$ cat src/rtl/rab_inv_if.sv
// Handshake and table-access bundle between the config side, the RAB tables and the
// range-invalidation sequencer. The slave modport is the sequencer.
`timescale 1ns/1ps
interface rab_inv_if #(
  parameter int unsigned AW               = 32,
  parameter int unsigned N_L1_SLICES      = 32,
  parameter int unsigned L2_N_SETS        = 32,
  parameter int unsigned L2_N_SET_ENTRIES = 32,
  parameter int unsigned PAGE_BITS        = 12
);
  localparam int unsigned L1_IW = (N_L1_SLICES > 1) ? $clog2(N_L1_SLICES) : 1;
  localparam int unsigned SET_W = (L2_N_SETS > 1) ? $clog2(L2_N_SETS) : 1;
  localparam int unsigned ENT_W = (L2_N_SET_ENTRIES > 1) ? $clog2(L2_N_SET_ENTRIES) : 1;
  localparam int unsigned VPN_W = AW - PAGE_BITS;

  logic             req;
  logic [AW-1:0]    inv_min;
  logic [AW-1:0]    inv_max;
  logic             ack_c;
  logic             busy;
  logic             done;
  logic             cfg_block;

  logic [L1_IW-1:0] l1_idx;
  logic             l1_rd;
  logic [AW-1:0]    l1_va_start;
  logic [AW-1:0]    l1_va_end;
  logic             l1_en;
  logic             l1_clr_c;

  logic [SET_W-1:0] l2_set;
  logic [ENT_W-1:0] l2_ent;
  logic             l2_rd;
  logic [VPN_W-1:0] l2_vpn;
  logic             l2_valid;
  logic             l2_clr_c;

  modport master (
    output req, inv_min, inv_max, l1_va_start, l1_va_end, l1_en, l2_vpn, l2_valid,
    input  ack_c, busy, done, cfg_block, l1_idx, l1_rd, l1_clr_c,
           l2_set, l2_ent, l2_rd, l2_clr_c
  );

  modport slave (
    input  req, inv_min, inv_max, l1_va_start, l1_va_end, l1_en, l2_vpn, l2_valid,
    output ack_c, busy, done, cfg_block, l1_idx, l1_rd, l1_clr_c,
           l2_set, l2_ent, l2_rd, l2_clr_c
  );
endinterface

$ cat src/rtl/rab_inv_seq.sv
// Range-invalidation sequencer: walks every L1 slice and every L2 set/entry, clearing
// each enabled/valid entry that overlaps the latched [min, max] range.
`timescale 1ns/1ps
module rab_inv_seq #(
  parameter int unsigned AW               = 32,
  parameter int unsigned N_L1_SLICES      = 32,
  parameter int unsigned L2_N_SETS        = 32,
  parameter int unsigned L2_N_SET_ENTRIES = 32,
  parameter int unsigned PAGE_BITS        = 12
) (
  input  logic     clk,
  input  logic     rst_n,
  rab_inv_if.slave bus
);
  localparam int unsigned L1_IW = (N_L1_SLICES > 1) ? $clog2(N_L1_SLICES) : 1;
  localparam int unsigned SET_W = (L2_N_SETS > 1) ? $clog2(L2_N_SETS) : 1;
  localparam int unsigned ENT_W = (L2_N_SET_ENTRIES > 1) ? $clog2(L2_N_SET_ENTRIES) : 1;

  localparam logic [L1_IW-1:0] L1_LAST  = L1_IW'(N_L1_SLICES - 1);
  localparam logic [SET_W-1:0] SET_LAST = SET_W'(L2_N_SETS - 1);
  localparam logic [ENT_W-1:0] ENT_LAST = ENT_W'(L2_N_SET_ENTRIES - 1);

  typedef enum logic [2:0] {IDLE, L1_RD, L1_CHK, L2_RD, L2_CHK, FIN} state_t;

  state_t           state_q, state_d;
  logic [AW-1:0]    min_q, min_d;
  logic [AW-1:0]    max_q, max_d;
  logic [L1_IW-1:0] l1_idx_q, l1_idx_d;
  logic [SET_W-1:0] l2_set_q, l2_set_d;
  logic [ENT_W-1:0] l2_ent_q, l2_ent_d;
  logic             busy_q, busy_d;
  logic             done_q, done_d;
  logic             l1_rd_q, l1_rd_d;
  logic             l2_rd_q, l2_rd_d;

  logic             l1_hit;
  logic             l2_hit;
  logic [AW-1:0]    l2_base;
  logic [AW:0]      l2_last;

  // Overlap tests; the L2 page end is one bit wider so the top page cannot wrap.
  assign l2_base = {bus.l2_vpn, {PAGE_BITS{1'b0}}};
  assign l2_last = {1'b0, l2_base} + (AW+1)'({PAGE_BITS{1'b1}});
  assign l1_hit  = bus.l1_en && (bus.l1_va_start <= max_q) && (bus.l1_va_end >= min_q);
  assign l2_hit  = bus.l2_valid && (l2_base <= max_q) && (l2_last >= {1'b0, min_q});

  // Table read data only arrives in the CHK cycle, so clears and ready are combinational.
  assign bus.ack_c    = (state_q == IDLE) && bus.req;
  assign bus.l1_clr_c = (state_q == L1_CHK) && l1_hit;
  assign bus.l2_clr_c = (state_q == L2_CHK) && l2_hit;

  assign bus.busy      = busy_q;
  assign bus.cfg_block = busy_q;
  assign bus.done      = done_q;
  assign bus.l1_idx    = l1_idx_q;
  assign bus.l1_rd     = l1_rd_q;
  assign bus.l2_set    = l2_set_q;
  assign bus.l2_ent    = l2_ent_q;
  assign bus.l2_rd     = l2_rd_q;

  always_ff @(posedge clk or negedge rst_n) begin
    if (!rst_n) begin
      state_q  <= IDLE;
      min_q    <= '0;
      max_q    <= '0;
      l1_idx_q <= '0;
      l2_set_q <= '0;
      l2_ent_q <= '0;
      busy_q   <= 1'b0;
      done_q   <= 1'b0;
      l1_rd_q  <= 1'b0;
      l2_rd_q  <= 1'b0;
    end else begin
      state_q  <= state_d;
      min_q    <= min_d;
      max_q    <= max_d;
      l1_idx_q <= l1_idx_d;
      l2_set_q <= l2_set_d;
      l2_ent_q <= l2_ent_d;
      busy_q   <= busy_d;
      done_q   <= done_d;
      l1_rd_q  <= l1_rd_d;
      l2_rd_q  <= l2_rd_d;
    end
  end

  // Walk order: L1 slices, then L2 entries within a set, then the next set.
  always_comb begin
    state_d  = state_q;
    min_d    = min_q;
    max_d    = max_q;
    l1_idx_d = l1_idx_q;
    l2_set_d = l2_set_q;
    l2_ent_d = l2_ent_q;

    case (state_q)
      IDLE: begin
        if (bus.req) begin
          min_d    = bus.inv_min;
          max_d    = bus.inv_max;
          l1_idx_d = '0;
          state_d  = L1_RD;
        end
      end
      L1_RD:  state_d = L1_CHK;
      L1_CHK: begin
        if (l1_idx_q == L1_LAST) begin
          l2_set_d = '0;
          l2_ent_d = '0;
          state_d  = L2_RD;
        end else begin
          l1_idx_d = l1_idx_q + L1_IW'(1);
          state_d  = L1_RD;
        end
      end
      L2_RD:  state_d = L2_CHK;
      L2_CHK: begin
        if (l2_ent_q == ENT_LAST) begin
          l2_ent_d = '0;
          if (l2_set_q == SET_LAST) begin
            state_d = FIN;
          end else begin
            l2_set_d = l2_set_q + SET_W'(1);
            state_d  = L2_RD;
          end
        end else begin
          l2_ent_d = l2_ent_q + ENT_W'(1);
          state_d  = L2_RD;
        end
      end
      FIN: begin
        l1_idx_d = '0;
        l2_set_d = '0;
        state_d  = IDLE;
      end
      default: state_d = IDLE;
    endcase

    // Registered outputs follow the state being entered.
    busy_d  = (state_d != IDLE);
    done_d  = (state_d == FIN);
    l1_rd_d = (state_d == L1_RD);
    l2_rd_d = (state_d == L2_RD);
  end
endmodule
$ cat src/flat_wrapper.sv
// flat-port wrapper written by rule: the top's interface ports become plain ports
module rab_inv_seq_flat 
#(
  parameter int unsigned AW               = 32,
  parameter int unsigned N_L1_SLICES      = 32,
  parameter int unsigned L2_N_SETS        = 32,
  parameter int unsigned L2_N_SET_ENTRIES = 32,
  parameter int unsigned PAGE_BITS        = 12
)
  (clk, rst_n, bus_req, bus_inv_min, bus_inv_max, bus_l1_va_start, bus_l1_va_end, bus_l1_en, bus_l2_vpn, bus_l2_valid, bus_ack_c, bus_busy, bus_done, bus_cfg_block, bus_l1_idx, bus_l1_rd, bus_l1_clr_c, bus_l2_set, bus_l2_ent, bus_l2_rd, bus_l2_clr_c);
  rab_inv_if #(.AW(AW), .N_L1_SLICES(N_L1_SLICES), .L2_N_SETS(L2_N_SETS), .L2_N_SET_ENTRIES(L2_N_SET_ENTRIES), .PAGE_BITS(PAGE_BITS)) bus_i ();
  input  logic clk;
  input  logic rst_n;
  input wire logic [$bits(bus_i.req)-1:0] bus_req;
  input wire logic [$bits(bus_i.inv_min)-1:0] bus_inv_min;
  input wire logic [$bits(bus_i.inv_max)-1:0] bus_inv_max;
  input wire logic [$bits(bus_i.l1_va_start)-1:0] bus_l1_va_start;
  input wire logic [$bits(bus_i.l1_va_end)-1:0] bus_l1_va_end;
  input wire logic [$bits(bus_i.l1_en)-1:0] bus_l1_en;
  input wire logic [$bits(bus_i.l2_vpn)-1:0] bus_l2_vpn;
  input wire logic [$bits(bus_i.l2_valid)-1:0] bus_l2_valid;
  output wire logic [$bits(bus_i.ack_c)-1:0] bus_ack_c;
  output wire logic [$bits(bus_i.busy)-1:0] bus_busy;
  output wire logic [$bits(bus_i.done)-1:0] bus_done;
  output wire logic [$bits(bus_i.cfg_block)-1:0] bus_cfg_block;
  output wire logic [$bits(bus_i.l1_idx)-1:0] bus_l1_idx;
  output wire logic [$bits(bus_i.l1_rd)-1:0] bus_l1_rd;
  output wire logic [$bits(bus_i.l1_clr_c)-1:0] bus_l1_clr_c;
  output wire logic [$bits(bus_i.l2_set)-1:0] bus_l2_set;
  output wire logic [$bits(bus_i.l2_ent)-1:0] bus_l2_ent;
  output wire logic [$bits(bus_i.l2_rd)-1:0] bus_l2_rd;
  output wire logic [$bits(bus_i.l2_clr_c)-1:0] bus_l2_clr_c;
  assign bus_i.req = bus_req;
  assign bus_i.inv_min = bus_inv_min;
  assign bus_i.inv_max = bus_inv_max;
  assign bus_i.l1_va_start = bus_l1_va_start;
  assign bus_i.l1_va_end = bus_l1_va_end;
  assign bus_i.l1_en = bus_l1_en;
  assign bus_i.l2_vpn = bus_l2_vpn;
  assign bus_i.l2_valid = bus_l2_valid;
  assign bus_ack_c = bus_i.ack_c;
  assign bus_busy = bus_i.busy;
  assign bus_done = bus_i.done;
  assign bus_cfg_block = bus_i.cfg_block;
  assign bus_l1_idx = bus_i.l1_idx;
  assign bus_l1_rd = bus_i.l1_rd;
  assign bus_l1_clr_c = bus_i.l1_clr_c;
  assign bus_l2_set = bus_i.l2_set;
  assign bus_l2_ent = bus_i.l2_ent;
  assign bus_l2_rd = bus_i.l2_rd;
  assign bus_l2_clr_c = bus_i.l2_clr_c;
  rab_inv_seq #(.AW(AW), .N_L1_SLICES(N_L1_SLICES), .L2_N_SETS(L2_N_SETS), .L2_N_SET_ENTRIES(L2_N_SET_ENTRIES), .PAGE_BITS(PAGE_BITS)) u_core (.clk(clk), .rst_n(rst_n), .bus(bus_i));
endmodule
$ cat config.mk
export PLATFORM = sky130hd
export DESIGN_NAME = rab_inv_seq_flat
export DESIGN_NICKNAME = d
export VERILOG_FILES = /design/src/rtl/rab_inv_if.sv /design/src/rtl/rab_inv_seq.sv /design/src/flat_wrapper.sv
export SDC_FILE = /design/constraint.sdc
export NUM_CORES = 1
export LEC_CHECK = 0
export ABC_AREA = 1
export ABC_CLOCK_PERIOD_IN_PS = 3500
export BUFFER_PORTS_ARGS = -buffer_cell sky130_fd_sc_hd__buf_2
export CORE_MARGIN = 4
export CORE_UTILIZATION = 57
export DETAILED_ROUTE_END_ITERATION = 6
export HOLD_SLACK_MARGIN = 0.02
export PLACE_DENSITY = 0.95
export SLEW_MARGIN = 10
export SYNTH_ARGS = -nofsm -noshare
export SYNTH_HDL_FRONTEND = slang
export SYNTH_SLANG_ARGS = --single-unit
export TNS_END_PERCENT = 30
$ cat constraint.sdc
create_clock -name clk -period 3.5 [get_ports clk]
set_input_delay 0.175 -clock clk [delete_from_list [all_inputs] [get_ports clk]]
set_output_delay 0.175 -clock clk [all_outputs]
set_load 0.005 [all_outputs]
==> summary.txt, run 1 <==
status -> completed
Fin. Hold Viols -> 0
RSZ-0062 raised after global routing -> false
slowest CP cell -> nor4_1
Peak VDD IR -> 0.000356 V
CTS Buffer Depth -> 2
cell area after synthesis -> 6040 um2
MaxCap Viol Count -> 0
Num CTS Buffers -> 9
Global Route Usage Sum -> 0.264
clk_skew -> 0.00972 ns
share of total power in the clock network -> 0.148
Mapped Cells -> 763
Chip Height -> 111 um
final non-filler cell area -> 7430 um2
layout cells sized above 1 -> 0.215
port bufs -> 175
row cnt -> 37
Gate power share -> 0.530
YS warnings -> 0
fin crit share -> 0.678
Sequential Power Share -> 0.321
Seq/Total Area, Yosys -> 0.356
vias -> 5,733
pre-CTS WS -> 1.52 ns
Cell variety after synth -> 29
CP arrival -> 2.20 ns
final wirelength -> 16,100 um
total power per unit cell area -> 664 nW/um2
CP required -> 3.32 ns
Vias/cell -> 5.23
Slew Viols, Final -> 0
antenna violations before repair -> 0
overall die width -> 111 um
number of synthesized register bits -> 86
Hold Crit Class -> in2reg
Initial Util -> 0.585
Most common cell on crit path -> nand2_1
# IOs -> 176
drt pass-1 iters -> 5
CP cell instances -> inv_1 -> ha_1 -> nand2_1 -> nor2_1 -> nand2_1 -> nor4_1 -> nand2_1 -> nand2_1 -> nand2_1 -> nor2_1 -> buf_2
final setup TNS -> 0 ns
first-pass GRT wire length -> 26,600 um
# setup viols final -> 0
commonest non-fill, non-tap cell in the layout -> nand2_1
H-Tree Depth -> 3
Area growth syn-to-layout -> 23.0%
Final min period -> 2.37 ns
placed insts -> 1,060
Die Area -> 12,300 um2
Antenna Cells -> 0
most frequent cells in the layout -> 186 x nand2_1, 174 x buf_2, 110 x ha_1, 104 x inv_1, 86 x dfrtp_1
Net Switching -> 0.00217 W
post-DR wirelength/cell -> 14.7 um
CTS tree -> built
Detailed Place HPWL -> 12,600 um
clock input transition at the sequential cells of the worst setup and hold paths -> 0.09 ns
Placeable Area -> 10,300 um2
Cell Int Power -> 0.00276 W
Mean Syn Cell Area -> 7.91 um2
vias in the first global route -> 5,709
Clock Tree Root -> clkbuf_8
Sw Ratio -> 0.441
slew margin rel. -> 0.470
clock sinks -> 86
fmax -> 422 MHz
Nets -> 1,218
clk_lat worst skew -> 0.36 ns
worst-margin pin slew -> 0.795 ns
GRT overflow -> 0
fillers -> 774
Placed Area -> 7030 um2
setup repair bufs after CTS -> 0
final std cells w/o fill -> 1,096
slowest stage delay, CP -> 0.35 ns
GPL Wtd Cong -> 0.884
Residual DRC -> 0
CP max FO -> 3
Startpoint Class -> register
Final ANT Viol Nets -> 0
syn nets -> 1,026
leakage power -> 4.03 nW
DRT iter0 DRCs -> 368
post-route worst setup slack -> 1.13 ns
largest net degree at the start of global routing -> 130
Setup CP Type -> reg2out
Worst setup EP type -> output port
## Yosys cell counts, drive strengths merged
| cell type | number | area share |
|---|---|---|
| nor4 | 4 | 0.0041 |
| o21bai | 2 | 0.0025 |
| clkbuf | 1 | 0.00062 |
| a22o | 1 | 0.0015 |
| xnor2 | 1 | 0.0015 |
| o21a | 5 | 0.0062 |
| inv | 108 | 0.067 |
| nand4 | 17 | 0.018 |
| nor3 | 12 | 0.011 |
| o22ai | 1 | 0.0010 |
| a32o | 1 | 0.0017 |
| a21oi | 51 | 0.043 |
| nand2 | 187 | 0.12 |
| xor2 | 2 | 0.0029 |
| nor2 | 52 | 0.034 |
| o21ai | 84 | 0.070 |
| a31o | 1 | 0.0015 |
| dfrtp | 86 | 0.36 |
| buf | 15 | 0.013 |
| ha | 110 | 0.23 |
| a21o | 1 | 0.0012 |
| nand3 | 21 | 0.019 |
## power by group through the flow
| stage | sequential [W] | clock [W] | combinational, W |
|---|---|---|---|
| floorplan | 0.00156 | 0 | 0.00189 |
| global placement | 0.00158 | 0 | 0.00243 |
| detailed placement | 0.00160 | 0 | 0.00256 |
| CTS | 0.00158 | 0.000743 | 0.00261 |
| global route | 0.00162 | 0.000782 | 0.00306 |
| finish | 0.00159 | 0.000731 | 0.00261 |
## path summary, 6_finish.rpt
kind                                       from                   end  slack [ns]  cells past startpoint
max reg2reg                u_core.bus.l2_ent[0]  u_core.bus.l2_set[0]        1.64                     10
max                            u_core.max_q[31]          bus_l1_clr_c        1.13                     11
min                              bus_inv_max[7]       u_core.max_q[7]        0.02                      3
min in group asynchronous                 rst_n      u_core.min_q[20]        0.44                      2
min reg2reg                u_core.bus.l1_idx[4]  u_core.bus.l1_idx[4]        0.56                      1
max in group asynchronous                 rst_n       u_core.min_q[9]        2.20                      3
## sequential cells by signal, summed over array words and instances (netlist names)
name	cells
u_core.bus.l1_idx	5
u_core.bus.l2_rd	1
u_core.bus.busy	1
u_core.max_q	32
u_core.state_q	3
u_core.bus.l1_rd	1
u_core.bus.done	1
u_core.bus.l2_set	5
u_core.bus.l2_ent	5
u_core.min_q	32
## worst max-delay path, delay by kind of cell, from the launching register on
family / cells / cell delay (ns)
adders and majority gates: 1 / 0.29
and+or+nand+nor: 8 / 1.02
buffers and inverters: 2 / 0.20
DFF: 1 / 0.34
## per-layer routing
| metal | global-route usage | wire (um) |
|---|---|---|
| met1 | 0.334 | 6830 |
| met5 | 0 | 0 |
| met3 | 0.0475 | 1030 |
| met2 | 0.453 | 7870 |
| met4 | 0.0920 | 412 |
## cells by family after synthesis
| logic type | Yosys count | synth area share |
|---|---|---|
| DFF | 86 | 0.356 |
| xor gates and xnor gates | 3 | 0.00435 |
| adders and majority gates | 110 | 0.228 |
| and+or+nand+nor | 293 | 0.202 |
| buffers and inverters | 124 | 0.0810 |
| AOI/OAI and AO/OA | 147 | 0.128 |
## final cells by class
cell class	instances	area, um2	share of cell area
Clock buffer	10	128	0.0172
Clock inverter	6	68.8	0.00926
Inverter	108	407	0.0547
Multi-Input combinational cell	553	3400	0.457
Sequential cell	86	2150	0.290
Tap cell	136	170	0.0229
Timing Repair Buffer	197	1110	0.149
## per-stage QoR
step                      power [W]  hold WS, ns  utilization
final                       0.00493       0.0232        0.720
after global routing        0.00547       0.0246        0.720
after CTS                   0.00494       0.0205        0.717
after detailed placement    0.00417        0.306        0.681
after global placement      0.00401        0.296        0.681
after floorplan             0.00345       -0.121            -
## repair_timing
item                                   CTS  global route
hold buffers                            17             3
resized for setup                        0             0
endpoints found under the hold margin   75             3
Power figures use the tool's default switching activity.
==> run 2: changes to the inputs <==
--- a/config.mk
+++ b/config.mk
@@ -5,14 +5,14 @@
 export SDC_FILE = /design/constraint.sdc
 export NUM_CORES = 1
 export LEC_CHECK = 0
-export ABC_AREA = 1
-export ABC_CLOCK_PERIOD_IN_PS = 3500
+export ABC_AREA = 0
+export ABC_CLOCK_PERIOD_IN_PS = 2390
 export BUFFER_PORTS_ARGS = -buffer_cell sky130_fd_sc_hd__buf_2
 export CORE_MARGIN = 4
-export CORE_UTILIZATION = 57
+export CORE_UTILIZATION = 53
 export DETAILED_ROUTE_END_ITERATION = 6
 export HOLD_SLACK_MARGIN = 0.02
-export PLACE_DENSITY = 0.95
+export PLACE_DENSITY = 0.9
 export SLEW_MARGIN = 10
 export SYNTH_ARGS = -nofsm -noshare
 export SYNTH_HDL_FRONTEND = slang
==> constraint.sdc (replaced) <==
create_clock -name clk -period 2.39 [get_ports clk]
set_input_delay 0.1195 -clock clk [delete_from_list [all_inputs] [get_ports clk]]
set_output_delay 0.1195 -clock clk [all_outputs]
set_load 0.005 [all_outputs]
==> summary.txt, run 2 <==
Simple-Gate Fraction of Synth Area -> 0.164
met3 routed WL -> 1420 um
failing checks -> negative setup slack
clk_lat worst skew -> 0.37 ns
Mean Syn Cell Area -> 8.82 um2
status -> finished with violations
YS warnings -> 0
Nets -> 1,173
Pwr Total -> 0.00295 W
clock sinks -> 86
most frequent cells in the layout -> 174 x buf_2, 105 x nand2_1, 98 x ha_1, 86 x dfrtp_1, 82 x o21ai_0
row cnt -> 37
Hold Crit Class -> in2reg
CP max FO -> 2
post-route worst setup slack -> -0.131 ns
clk_skew -> 0.0191 ns
final std cells w/o fill -> 1,055
Final min period -> 2.52 ns
registers with the most flip-flops -> u_core.max_q (32), u_core.min_q (32)
Yosys top cell by area -> dfrtp_1
R2R cell count -> 9
final non-filler cell area -> 8030 um2
slew margin rel. -> 0.627
CTS Buffer Depth -> 2
Initial Util -> 0.554
# setup viols final -> 2
Num CTS Buffers -> 9
placed insts -> 960
GRT overflow -> 0
fmax -> 397 MHz
Seq/Total Area, Yosys -> 0.370
number of synthesized register bits -> 86
vias in the first global route -> 6,213
Detailed Place HPWL -> 11,900 um
overall die width -> 113 um
worst-margin pin slew -> 0.555 ns
commonest non-fill, non-tap cell in the layout -> buf_2
Synth Area in Adders -> 0.236
mux cell area share after synthesis -> 0.00559
Mapped Cells -> 660
Peak VDD IR -> 0.000241 V
first-pass GRT wire length -> 29,200 um
slowest CP cell -> dfrtp_1
Yosys top cell area share -> 0.370
Residual DRC -> 0
CTS tree -> built
leakage power -> 4.17 nW
area of the multi-input gates -> 3530 um2
hold-critical path depth -> 3
top sig layer -> met5
Clock Tree Root -> clkbuf_8
post-synthesis compound-gate area fraction -> 0.156
Final ANT Viol Nets -> 0
final wirelength -> 18,600 um
Area growth syn-to-layout -> 37.9%
clock input transition at the sequential cells of the worst setup and hold paths -> 0.09 ns
top post-synthesis cells by count -> 110 x ha_1, 106 x nand2_1, 86 x dfrtp_1, 84 x o21ai_0, 72 x inv_1
drt pass-1 iters -> 5
RSZ-0062 raised after global routing -> true
Slew Viols, Final -> 0
GPL Wtd Cong -> 0.896
# IOs -> 176
layout cells sized above 1 -> 0.271
Placeable Area -> 10,500 um2
Synth Flop Type -> dfrtp_1
CP arrival -> 2.40 ns
H-Tree Depth -> 3
post-DR wirelength/cell -> 17.6 um
Startpoint Class -> register
EDFF count, synth -> 0
vias -> 6,001
CP required -> 2.27 ns
Area contributors post-synth -> dfrtp_1 37%, ha_1 24%, o21ai_0 7.2%
Global Route Usage Sum -> 0.288
largest family of logic cells by synthesized area -> adder cells
Fin. Hold Viols -> 0
fin crit share -> 1.05
Placed Area -> 6870 um2
Sequential Area -> 2150 um2
total power per unit cell area -> 368 nW/um2
slowest stage delay, CP -> 0.38 ns
MaxCap Viol Count -> 0
antenna violations before repair -> 5
port bufs -> 175
CP cell instances -> inv_2 -> ha_4 -> nand4_1 -> nor4_2 -> a21boi_2 -> nor3b_2 -> o311a_1 -> a2bb2oi_1 -> buf_2
Synth Area in XOR/XNOR -> 0.00602
M1 WL -> 6850 um
Die Area -> 12,700 um2
Worst setup EP type -> output port
syn nets -> 923
cell area after synthesis -> 5820 um2
DRT iter0 DRCs -> 296
Cell variety after synth -> 46
Hold WS -> 0.0972 ns
fillers -> 623
Chip Height -> 113 um
Setup CP Type -> reg2out
ys async rst share -> 1.00
final setup TNS -> -0.161 ns
largest net degree at the start of global routing -> 67
Vias/cell -> 5.69
count leader, synth -> ha_1
metal2 WL -> 9140 um
run 2: kinds of logic (layout without fill, tap and decap cells):
group / after synthesis / in the layout
adder cells (fa/ha/maj): 110 / 110
AND/OR/NAND/NOR: 204 / 204
AO/OA/AOI/OAI: 162 / 162
multiplexers: 3 / 3
other: 0 / 4
buffers and inverters: 91 / 346
XOR/XNOR: 4 / 4
flip-flops: 86 / 86
run 2: repair_timing:
| action | in CTS | in global routing |
|---|---|---|
| hold buffers | 65 | 0 |
| endpoints found under the hold margin | 103 | 0 |
| setup endpoints to repair | 2 | 2 |
| resized for setup | 32 | 6 |
| pin swaps | 11 | 6 |
| setup buffers | 6 | 4 |
run 2: final cells by class:
class / instances / share of cell area
multi-input cells: 483 / 0.440
flip-flops and latches: 86 / 0.268
repair buffers: 258 / 0.210
inverters: 72 / 0.0337
well taps: 136 / 0.0212
clock buffers: 9 / 0.0154
clock inverters: 7 / 0.00982
diodes: 4 / 0.00125
run 2: worst max-delay path, delay by kind of cell, from the launching register on:
kind / cells / cell delay, ns
fa+ha+maj: 1 / 0.27
buf+inv: 2 / 0.21
simple gates: 3 / 0.53
flops: 1 / 0.38
compound gates: 3 / 0.64
run 2: per-layer routing:
metal	track usage	vias to the layer above
met5	0	-
li1	-	2828
met3	0.0604	104
met2	0.494	327
met4	0.189	2
met1	0.321	2740
run 2: stage by stage:
step | util | setup WS, ns
after floorplan | - | 0.451
after global placement | 0.653 | 0.138
after detailed placement | 0.653 | 0.0875
after CTS | 0.757 | -0.0240
after global routing | 0.764 | -0.252
final | 0.764 | -0.131
run 2: final timing paths:
check / slack (ns) / startpoint / end
setup / recovery: -0.13 / u_core.max_q[9] / bus_l1_clr_c
hold / removal: 0.1 / bus_req / u_core.bus.l1_rd
setup reg to reg: 0.32 / u_core.bus.l2_ent[1] / u_core.bus.busy
hold reg to reg: 0.53 / u_core.bus.l2_set[0] / u_core.bus.l2_set[0]
max in group asynchronous: 1.45 / rst_n / u_core.bus.l2_ent[3]
min in group asynchronous: 0.27 / rst_n / u_core.min_q[0]
run 2: power breakdown:
| part | internal, W | total [W] | switching (W) |
|---|---|---|---|
| clock network | 0.000499 | 0.00109 | 0.000594 |
| registers | 0.00145 | 0.00145 | 0 |
| logic | 0.000220 | 0.000407 | 0.000187 |
| total | 0.00217 | 0.00295 | 0.000780 |
